[src/rtl/relu_maxpool2x2_stream_if.sv]
// Pixel stream bundle for the ReLU + 2x2 max-pool stage.
// Stream semantics: valid-only, with no ready. data_in is consumed on every
// rising clk edge where valid_in=1. valid_out is a one-cycle pulse qualifying
// data_out. frame_done pulses together with the last pooled pixel of a frame.
// The sink must accept every pulse.
interface relu_maxpool2x2_stream_if #(
   parameter int DATA_WIDTH = 32
);
   logic                  valid_in;
   logic [DATA_WIDTH-1:0] data_in;
   logic                  valid_out;
   logic [DATA_WIDTH-1:0] data_out;
   logic                  frame_done;

   // Upstream side: the filter output driving pixels in.
   modport master (
      output valid_in,
      output data_in,
      input  valid_out,
      input  data_out,
      input  frame_done
   );

   // Pooling stage side.
   modport slave (
      input  valid_in,
      input  data_in,
      output valid_out,
      output data_out,
      output frame_done
   );
endinterface

[src/rtl/relu_maxpool2x2_stream.sv]
// Streaming ReLU followed by a 2x2 / stride-2 max-pool over a raster-order
// FP32 pixel stream. Even columns park the pixel in a hold register. Odd
// columns form the horizontal pair max. In even rows that pair max goes to a
// half-width line buffer. In odd rows it is combined with the stored pair
// max from the row above and emitted.
// After ReLU the sign bit is always 0, so an unsigned compare of bits
// [30:0] orders the values correctly. Positive Inf and NaN sort highest.
module relu_maxpool2x2_stream #(
   parameter int DATA_WIDTH = 32,
   parameter int WIDTH      = 56,
   parameter int HEIGHT     = 56
) (
   input logic                     clk,
   input logic                     rst,
   relu_maxpool2x2_stream_if.slave pix
);
   localparam int CW   = $clog2(WIDTH);
   localparam int RW   = $clog2(HEIGHT);
   localparam int HALF = WIDTH / 2;
   localparam int LW   = (HALF > 1) ? $clog2(HALF) : 1;

   logic [CW-1:0]         col;
   logic [RW-1:0]         row;
   logic [DATA_WIDTH-1:0] hold;
   logic [DATA_WIDTH-1:0] linebuf [HALF];

   logic                  valid_out_q;
   logic [DATA_WIDTH-1:0] data_out_q;
   logic                  frame_done_q;

   logic [DATA_WIDTH-1:0] relu_px;
   logic [DATA_WIDTH-1:0] h_max;
   logic [DATA_WIDTH-1:0] lb_rd;
   logic [DATA_WIDTH-1:0] pool_max;
   logic [LW-1:0]         lb_idx;
   logic                  col_last;
   logic                  row_last;

   assign lb_idx   = LW'(col >> 1);
   assign col_last = (col == CW'(WIDTH - 1));
   assign row_last = (row == RW'(HEIGHT - 1));

   // ReLU: any pixel with the sign bit set (negatives, -0, negative NaN) becomes +0.
   always_comb begin
      relu_px = pix.data_in;
      if (pix.data_in[DATA_WIDTH-1]) begin
         relu_px = '0;
      end
   end

   // Horizontal pair max and the final 2x2 max against the line buffer entry.
   always_comb begin
      h_max    = relu_px;
      lb_rd    = linebuf[lb_idx];
      pool_max = h_max;
      if (hold[DATA_WIDTH-2:0] >= relu_px[DATA_WIDTH-2:0]) begin
         h_max = hold;
      end
      pool_max = h_max;
      if (lb_rd[DATA_WIDTH-2:0] >= h_max[DATA_WIDTH-2:0]) begin
         pool_max = lb_rd;
      end
   end

   // Line buffer stores the even-row pair maxima. It is not reset, because every
   // entry is written in an even row before the next odd row reads it.
   always_ff @(posedge clk) begin
      if (rst && pix.valid_in && col[0] && !row[0]) begin
         linebuf[lb_idx] <= h_max;
      end
   end

   // Raster position counters, hold register and output pulses.
   // Reset wins over a coincident valid pixel.
   always_ff @(posedge clk) begin
      if (!rst) begin
         col          <= '0;
         row          <= '0;
         hold         <= '0;
         valid_out_q  <= 1'b0;
         data_out_q   <= '0;
         frame_done_q <= 1'b0;
      end else begin
         valid_out_q  <= 1'b0;
         frame_done_q <= 1'b0;
         if (pix.valid_in) begin
            if (col_last) begin
               col <= '0;
               row <= row_last ? '0 : row + 1'b1;
            end else begin
               col <= col + 1'b1;
            end
            if (!col[0]) begin
               hold <= relu_px;
            end else if (row[0]) begin
               data_out_q   <= pool_max;
               valid_out_q  <= 1'b1;
               frame_done_q <= col_last && row_last;
            end
         end
      end
   end

   assign pix.valid_out  = valid_out_q;
   assign pix.data_out   = data_out_q;
   assign pix.frame_done = frame_done_q;
endmodule

[src/flat_wrapper.sv]
// flat-port wrapper written by rule: the top's interface ports become plain ports
module relu_maxpool2x2_stream_flat 
#(
   parameter int DATA_WIDTH = 32,
   parameter int WIDTH      = 56,
   parameter int HEIGHT     = 56
)
  (clk, rst, pix_valid_in, pix_data_in, pix_valid_out, pix_data_out, pix_frame_done);
  relu_maxpool2x2_stream_if #(.DATA_WIDTH(DATA_WIDTH)) pix_i ();
  input logic clk;
  input logic rst;
  input wire logic [$bits(pix_i.valid_in)-1:0] pix_valid_in;
  input wire logic [$bits(pix_i.data_in)-1:0] pix_data_in;
  output wire logic [$bits(pix_i.valid_out)-1:0] pix_valid_out;
  output wire logic [$bits(pix_i.data_out)-1:0] pix_data_out;
  output wire logic [$bits(pix_i.frame_done)-1:0] pix_frame_done;
  assign pix_i.valid_in = pix_valid_in;
  assign pix_i.data_in = pix_data_in;
  assign pix_valid_out = pix_i.valid_out;
  assign pix_data_out = pix_i.data_out;
  assign pix_frame_done = pix_i.frame_done;
  relu_maxpool2x2_stream #(.DATA_WIDTH(DATA_WIDTH), .WIDTH(WIDTH), .HEIGHT(HEIGHT)) u_core (.clk(clk), .rst(rst), .pix(pix_i));
endmodule
[config.mk]
export PLATFORM = sky130hd
export DESIGN_NAME = relu_maxpool2x2_stream_flat
export DESIGN_NICKNAME = d
export VERILOG_FILES = /design/src/rtl/relu_maxpool2x2_stream_if.sv /design/src/rtl/relu_maxpool2x2_stream.sv /design/src/flat_wrapper.sv
export SDC_FILE = /design/constraint.sdc
export NUM_CORES = 1
export LEC_CHECK = 0
export ABC_CLOCK_PERIOD_IN_PS = 6650
export CAP_MARGIN = 20
export CORE_MARGIN = 2
export CORE_UTILIZATION = 30
export CTS_BUF_LIST = sky130_fd_sc_hd__clkbuf_2
export DETAILED_ROUTE_END_ITERATION = 10
export PLACE_DENSITY_LB_ADDON = 0.3
export REMOVE_ABC_BUFFERS = 1
export SYNTH_ARGS = -nofsm -noshare
export SYNTH_HDL_FRONTEND = slang
export SYNTH_SLANG_ARGS = --single-unit
[constraint.sdc]
create_clock -name clk -period 6.65 [get_ports clk]
set_input_delay 1.33 -clock clk [delete_from_list [all_inputs] [get_ports clk]]
set_output_delay 1.33 -clock clk [all_outputs]
set_load 0.05 [all_outputs]
==> qor.json, run 1 <==
{
  "stdcell_area_sq_um": 43800,
  "ffs_w_async_s_r_synth_pct": 0,
  "pin_count_of_the_biggest_net_entering_global_routing": 59,
  "place.detailed.hpwl_mm": 66.0,
  "coreArea_sq_um": 127000,
  "number_of_design_rule_violations_left_after_detail_routing": 0,
  "finalClockSkew_ns": 0.121,
  "place_area_sq_um": 41600,
  "timing_worst_slew_pin_value_ns": 1.16,
  "overflow": 0,
  "initial_utilization_pct": 30.2,
  "synth-warning-count": 0,
  "synthesis_stage_register_bit_count": 949,
  "worst-setup-path-type": "in -> reg",
  "drt_first_pass_iters": 5,
  "number_of_global_route_vias_before_repair": 21794,
  "slew_headroom_pct": 22.2,
  "critical_path.max_fanout": 40,
  "die-height_um": 362,
  "netlist_instances": 2067,
  "min_period_over_period_pct": 76.2,
  "drt_first_iter_violations": 2098,
  "hold-path-endpoint": "u_core.pix.data_out[0]",
  "rows": 131,
  "grt.total_usage_pct": 16.7,
  "stdcell_count": 4196,
  "utilization_pct": 34.4,
  "htreeDepth": 4,
  "run_status": "finished clean",
  "floorplan.die_area_sq_um": 131000,
  "cts.root.buffer_cell": "sky130_fd_sc_hd__clkbuf_2",
  "p_per_area_nw_per_um2": 254,
  "critPathArrivalTime_ns": 6.38,
  "seq_area_frac_synth_pct": 72.1,
  "report.final.hold_viol_count": 0,
  "layout_cells_sized_above_1_pct": 29.7,
  "drv_slew": 0,
  "postCtsSetupRepairBufs": 0,
  "clock_tree_from_tritoncts": "done",
  "yosysMostFrequentCell": "sky130_fd_sc_hd__edfxtp_1",
  "reg2reg_slack_ns": 1.63,
  "path_clk_slew_ns": 0.11,
  "timing.fmax_mhz": 197,
  "syn_area_sq_um": 38400,
  "number_of_antenna_violations_at_the_first_check_in_global_routing": 9,
  "synth_top_cells_by_area": "sky130_fd_sc_hd__edfxtp_1, sky130_fd_sc_hd__mux4_2, sky130_fd_sc_hd__dfxtp_1",
  "ant_nets": 0,
  "num-nets-final": 2447,
  "setup_violations": 0,
  "fp.dieW_um": 362,
  "synthTopCellsByCount": "sky130_fd_sc_hd__edfxtp_1, sky130_fd_sc_hd__mux4_2, sky130_fd_sc_hd__nand2_1",
  "timing.critical_path.from_type": "primary input",
  "peak_ir_drop_on_the_vdd_network_uv": 157,
  "grt_first_pass_wirelength_mm": 157,
  "setup_repair_after_global_routing_missed_its_margin": "false",
  "ioPinCount": 69,
  "ctsLongestPathBuffers": 3,
  "cts_made_buffers": 236,
  "power.leakage_nw": 14.2,
  "cts_resized": 0,
  "worst_r2r_path_depth": 14,
  "min-delay-start": "u_core.pix.data_out[0]",
  "synth.top_cell.area_share_pct": 67.9,
  "synth.lib_cells_used.distinct": 49,
  "route.final.wire_length_mm": 110,
  "crit_path_end_kind": "flip-flop",
  "synthDominantAreaCellType": "sky130_fd_sc_hd__edfxtp_1",
  "globalplace.congestion": 0.860,
  "worst-endpoint-required_ns": 7.96,
  "syn_area_per_cell_sq_um": 18.6,
  "hold_buffers": 0,
  "r2r-end": "u_core.pix.data_out[8]",
  "worst_skew_pair.late_latency_ns": 1.50,
  "synth_top_flop_cell": "sky130_fd_sc_hd__edfxtp_1",
  "area_delta_synth_final_pct": 14.1,
  "dp_cells": 3770,
  "avgRoutedWirePerCell_um": 26.2,
  "portBuffers": 67,
  "maxCapViolCount": 0,
  "timing.final.crit_period_ns": 5.07,
  "cts_num_sinks": 949,
  "worst_hold_path.num_cells": 2,
  "detailroute.via_count": 21193,
  "edff_count_synth": 868,
  "vias_per_cell": 5.05,
  "min-delay-path-class": "reg -> reg"
}
critical path, stage by stage:
cell and delay, ns:
sky130_fd_sc_hd__clkdlybuf4s50_1 0.63, sky130_fd_sc_hd__nor2b_1 0.26, sky130_fd_sc_hd__inv_1 0.07, sky130_fd_sc_hd__ha_1 0.31, sky130_fd_sc_hd__a21oi_1 0.06, sky130_fd_sc_hd__o21ai_0 0.45
sky130_fd_sc_hd__a22o_1 0.20, sky130_fd_sc_hd__a21oi_1 0.07, sky130_fd_sc_hd__a41oi_4 0.28, sky130_fd_sc_hd__buf_12 0.26, sky130_fd_sc_hd__nor2_1 0.08, sky130_fd_sc_hd__a21oi_1 0.35
sky130_fd_sc_hd__ha_1 0.32, sky130_fd_sc_hd__a21oi_1 0.14, sky130_fd_sc_hd__nor2_1 0.06, sky130_fd_sc_hd__a211oi_1 0.32, sky130_fd_sc_hd__o211ai_1 0.12, sky130_fd_sc_hd__a31oi_1 0.31
sky130_fd_sc_hd__o21bai_4 0.12, sky130_fd_sc_hd__buf_4 0.23, sky130_fd_sc_hd__a32oi_1 0.25, sky130_fd_sc_hd__o31ai_1 0.13
kinds of logic after synthesis:
kind of cell / count (synthesis) / share of synthesized area [%]
fa+ha+maj: 64 / 2.09
flops: 949 / 72.1
other cells: 1 / 0.00977
compound gates: 255 / 4.62
simple gates: 307 / 3.87
mux: 299 / 14.9
buf+inv: 185 / 2.26
xor+xnor: 7 / 0.160
per-stage QoR:
stage	TNS (ns)	power, mW	hold slack, ns	setup slack [ns]
after floorplan	-197.29	7.19	0.446	-6.38
after global placement	0	7.35	0.445	0.274
after global routing	0	11.6	0.443	1.32
after detailed placement	0	7.37	0.464	0.248
after CTS	0	11.3	0.367	1.65
final	0	11.1	0.479	1.58
layout make-up:
| type | count | area (sq um) |
|---|---|---|
| well taps | 1662 | 2080 |
| multi-input cells | 933 | 10100 |
| clock buffers | 360 | 1800 |
| clock inverters | 63 | 350 |
| inverters | 67 | 251 |
| diodes | 1 | 2.50 |
| flip-flops and latches | 949 | 27700 |
| fillers | 12083 | 83500 |
| repair buffers | 161 | 1520 |
worst max-delay path by stage:
stage,start,to,slack (ns),depth (start not counted)
3_3_place_gp,pix_data_in[20],u_core.pix.data_out[30],0.27,22
2_1_floorplan,flip-flop,u_core.pix.data_out[0],-6.38,13
4_1_cts,flip-flop,u_core.pix.data_out[8],1.65,14
5_1_grt,flip-flop,u_core.pix.data_out[8],1.32,14
6_report,pix_data_in[8],u_core.pix.data_out[8],1.58,22
3_5_place_dp,pix_data_in[20],u_core.pix.data_out[30],0.25,22
layout by cell type, fill, tap and decap left out, types with 5 or more instances in the layout:
cell type / instances
sky130_fd_sc_hd__edfxtp_1: 868
sky130_fd_sc_hd__clkbuf_2: 360
sky130_fd_sc_hd__mux4_2: 217
sky130_fd_sc_hd__nand2_1: 96
sky130_fd_sc_hd__a21oi_1: 85
sky130_fd_sc_hd__buf_4: 83
sky130_fd_sc_hd__dfxtp_1: 76
sky130_fd_sc_hd__mux2i_1: 73
sky130_fd_sc_hd__clkdlybuf4s50_1: 66
sky130_fd_sc_hd__inv_1: 65
sky130_fd_sc_hd__ha_1: 64
sky130_fd_sc_hd__nor2b_1: 53
sky130_fd_sc_hd__nor2_1: 49
sky130_fd_sc_hd__clkinv_1: 40
sky130_fd_sc_hd__nand2b_1: 36
sky130_fd_sc_hd__o31ai_1: 31
sky130_fd_sc_hd__a32oi_1: 29
sky130_fd_sc_hd__nor2_4: 28
sky130_fd_sc_hd__o22ai_1: 23
sky130_fd_sc_hd__a211o_1: 22
sky130_fd_sc_hd__a31o_1: 22
sky130_fd_sc_hd__nand4_1: 12
sky130_fd_sc_hd__nand3_1: 12
sky130_fd_sc_hd__o21ai_0: 10
sky130_fd_sc_hd__buf_12: 10
sky130_fd_sc_hd__mux2_2: 9
sky130_fd_sc_hd__a32o_1: 9
sky130_fd_sc_hd__clkinv_2: 8
sky130_fd_sc_hd__a211oi_1: 6
sky130_fd_sc_hd__a21o_1: 6
sky130_fd_sc_hd__or2_2: 5
sky130_fd_sc_hd__inv_2: 5
sky130_fd_sc_hd__xor2_1: 5
sky130_fd_sc_hd__inv_6: 5
report_power, final:
group,internal (mW),switching [mW]
Combinational,0.250,0.402
Clock,1.54,2.35
Sequential,6.56,0.0198
metal layers:
metal	routed length [um]	global-route usage (%)	vias up
li1	-	-	9061
met1	48200	23.3	11125
met4	2190	4.82	4
met2	51300	26.2	858
met5	28	0	-
met3	8230	3.97	145
registers in the layout, summed over array words and instances, names as in the netlist, named ones only:
signal                 count
u_core.linebuf           868
u_core.row                 6
u_core.pix.frame_done      1
u_core.pix.valid_out       1
u_core.hold               31
u_core.pix.data_out       31
u_core.col                 6
Power figures use the tool's default switching activity.
==> run 2: changes to the inputs <==
Settings changed: ABC_CLOCK_PERIOD_IN_PS 6650 to 4450.
Clock period 6.65 ns to 4.45 ns, I/O delays scaled along.
==> qor.json, run 2 (same netlist as run 1, synthesis figures left out) <==
{
  "pin_count_of_the_biggest_net_entering_global_routing": 42,
  "setup_violations": 1,
  "critical-path-top-cell-by-count": "sky130_fd_sc_hd__buf_4",
  "routed-wl-met3_mm": 8.62,
  "met1_routed_wirelength_after_detailed_routing_mm": 49.4,
  "most_common_cell_after_layout_fill_and_taps_aside": "sky130_fd_sc_hd__edfxtp_1",
  "power.leakage_nw": 15.2,
  "initial_utilization_pct": 30.2,
  "crit_path_end_kind": "flip-flop",
  "timing.critical_path.from_type": "primary input",
  "cts.root.buffer_cell": "sky130_fd_sc_hd__clkbuf_2",
  "cts_made_buffers": 225,
  "cts_num_sinks": 949,
  "area_delta_synth_final_pct": 19.9,
  "fill_cells": 11812,
  "largest_register_ff_count": 868,
  "route.final.wire_length_mm": 112,
  "top_signal_layer_used": "met4",
  "top_family_by_delay_on_critical_path": "compound AO/OA/AOI/OAI gates",
  "grt_first_pass_wirelength_mm": 158,
  "critical_path.endpoint": "u_core.pix.data_out[30]",
  "ant_nets": 0,
  "critical_path.max_fanout": 13,
  "crit_path_max_incr_delay_ns": 0.54,
  "largest-register": "u_core.linebuf",
  "path_clk_slew_ns": 0.11,
  "worst-setup-path-type": "in -> reg",
  "met2WireLength_mm": 52.2,
  "coreArea_sq_um": 127000,
  "finalClockSkew_ns": 0.139,
  "ctsLongestPathBuffers": 3,
  "htreeDepth": 4,
  "ioPinCount": 69,
  "drt_first_iter_violations": 2167,
  "critPathArrivalTime_ns": 5.81,
  "cp.buffers_inverters": 9,
  "worst_r2r_path_depth": 18,
  "slew_headroom_pct": 24.0,
  "detailroute.via_count": 22176,
  "min-delay-path-class": "in -> reg",
  "die-height_um": 362,
  "peak_ir_drop_on_the_vdd_network_uv": 173,
  "grt.total_usage_pct": 16.8,
  "avgRoutedWirePerCell_um": 25.9,
  "place.detailed.hpwl_mm": 67.6,
  "rows": 131,
  "r2r-end": "u_core.pix.data_out[30]",
  "setup_slack_ns": -0.0155,
  "vias_per_cell": 5.10,
  "floorplan.die_area_sq_um": 131000,
  "worst_skew_pair.late_latency_ns": 1.51,
  "globalplace.congestion": 0.838,
  "num-nets-final": 2597,
  "clock_tree_from_tritoncts": "done",
  "cp-startpoint": "pix_data_in[31]",
  "maxCapViolCount": 0,
  "drt_first_pass_iters": 7,
  "fp.dieW_um": 362,
  "cpMaxStageDelayCell": "sky130_fd_sc_hd__dlygate4sd3_1",
  "timing_worst_slew_pin_value_ns": 1.14,
  "reg2reg_slack_ns": 0.12,
  "timing.final.crit_period_ns": 4.47,
  "overflow": 0,
  "p_per_area_nw_per_um2": 365,
  "portBuffers": 67,
  "finalPower_mw": 16.8,
  "path_depth": 26,
  "number_of_design_rule_violations_left_after_detail_routing": 0,
  "violations": "setup timing",
  "report.final.hold_viol_count": 0,
  "number_of_antenna_violations_at_the_first_check_in_global_routing": 6,
  "timing.fmax_mhz": 224,
  "commonest_cells_after_routing_fill_and_taps_aside": "sky130_fd_sc_hd__edfxtp_1, sky130_fd_sc_hd__clkbuf_2, sky130_fd_sc_hd__mux4_2",
  "drv_slew": 0,
  "utilization_pct": 36.2,
  "min_period_over_period_pct": 100,
  "number_of_global_route_vias_before_repair": 22682,
  "layout_cells_sized_above_1_pct": 34.5,
  "run_status": "complete, but fails checks",
  "worstReg2RegStart": "u_core.hold[30]",
  "worst-endpoint-required_ns": 5.79
}
run 2: worst min-delay path, cell delays in order:
cell	delay (ns)
sky130_fd_sc_hd__clkdlybuf4s50_1	0.41
sky130_fd_sc_hd__nor2b_4	0.14
sky130_fd_sc_hd__nand2_1	0.05
sky130_fd_sc_hd__a21oi_1	0.06
run 2: final cells by class:
type	count	area, sq um	share of cell area (%)
Antenna cell	4	10.0	0.0217
Inverter	67	251	0.546
Clock buffer	329	1650	3.58
Sequential cell	949	27700	60.2
Tap cell	1662	2080	4.52
Clock inverter	82	455	0.989
Multi-Input combinational cell	933	10300	22.3
Timing Repair Buffer	322	3630	7.87
run 2: per-layer routing:
metal	up-vias	track usage, %
li1	9362	-
met1	11682	23.5
met2	966	26.4
met3	166	3.75
met4	0	4.79
met5	-	0
run 2: what timing repair did:
| item | 4_1_cts | 5_1_grt |
|---|---|---|
| setup buffers | 0 | 12 |
| endpoints found under the hold margin | 17 | 0 |
| endpoints found under the setup margin | 0 | 31 |
| gates resized for setup | 0 | 51 |
| hold buffers | 1 | 0 |
run 2: stage by stage:
| stage | instances | setup slack (ns) | hold WS, ns | setup TNS (ns) | cell area (sq um) |
|---|---|---|---|---|---|
| detailed placement | 3913 | -1.23 | 0.463 | -35.90 | 43500 |
| CTS | 4325 | 0.0810 | 0.0102 | 0 | 45600 |
| finish | 4348 | -0.0155 | 0.172 | -0.0155 | 46000 |
| global placement | 3913 | -1.11 | 0.454 | -32.34 | 43500 |
| global route | 4347 | -0.0212 | 0.0468 | -0.0212 | 46000 |
| floorplan | 1949 | -8.58 | 0.446 | -265.49 | 37800 |
run 2: report_power, final:
group | leakage, nW | internal (mW) | switching [mW] | total (mW)
clock | 1.59 | 2.20 | 3.49 | 5.69
combinational | 4.98 | 0.598 | 0.709 | 1.31
sequential | 8.61 | 9.79 | 0.0197 | 9.81
run 2: how the worst min path moves through the flow:
| stage | endpoint | slack (ns) | startpoint | cells after the start |
|---|---|---|---|---|
| final | u_core.hold[16] | 0.17 | pix_data_in[16] | 4 |
| after global routing | u_core.hold[16] | 0.05 | pix_data_in[16] | 4 |
| after CTS | u_core.hold[16] | 0.01 | pix_data_in[16] | 4 |
| after detailed placement | u_core.pix.data_out[0] | 0.46 | u_core.pix.data_out[0] | 2 |
| after global placement | u_core.pix.data_out[20] | 0.45 | u_core.pix.data_out[20] | 2 |
| after floorplan | u_core.hold[0] | 0.45 | u_core.hold[0] | 2 |
==> run 3: changes to the inputs <==
Settings changed: ABC_AREA set to 0.
==> results of run 3 <==
The final DEF is identical to that of run 2; final timing and power are the same.
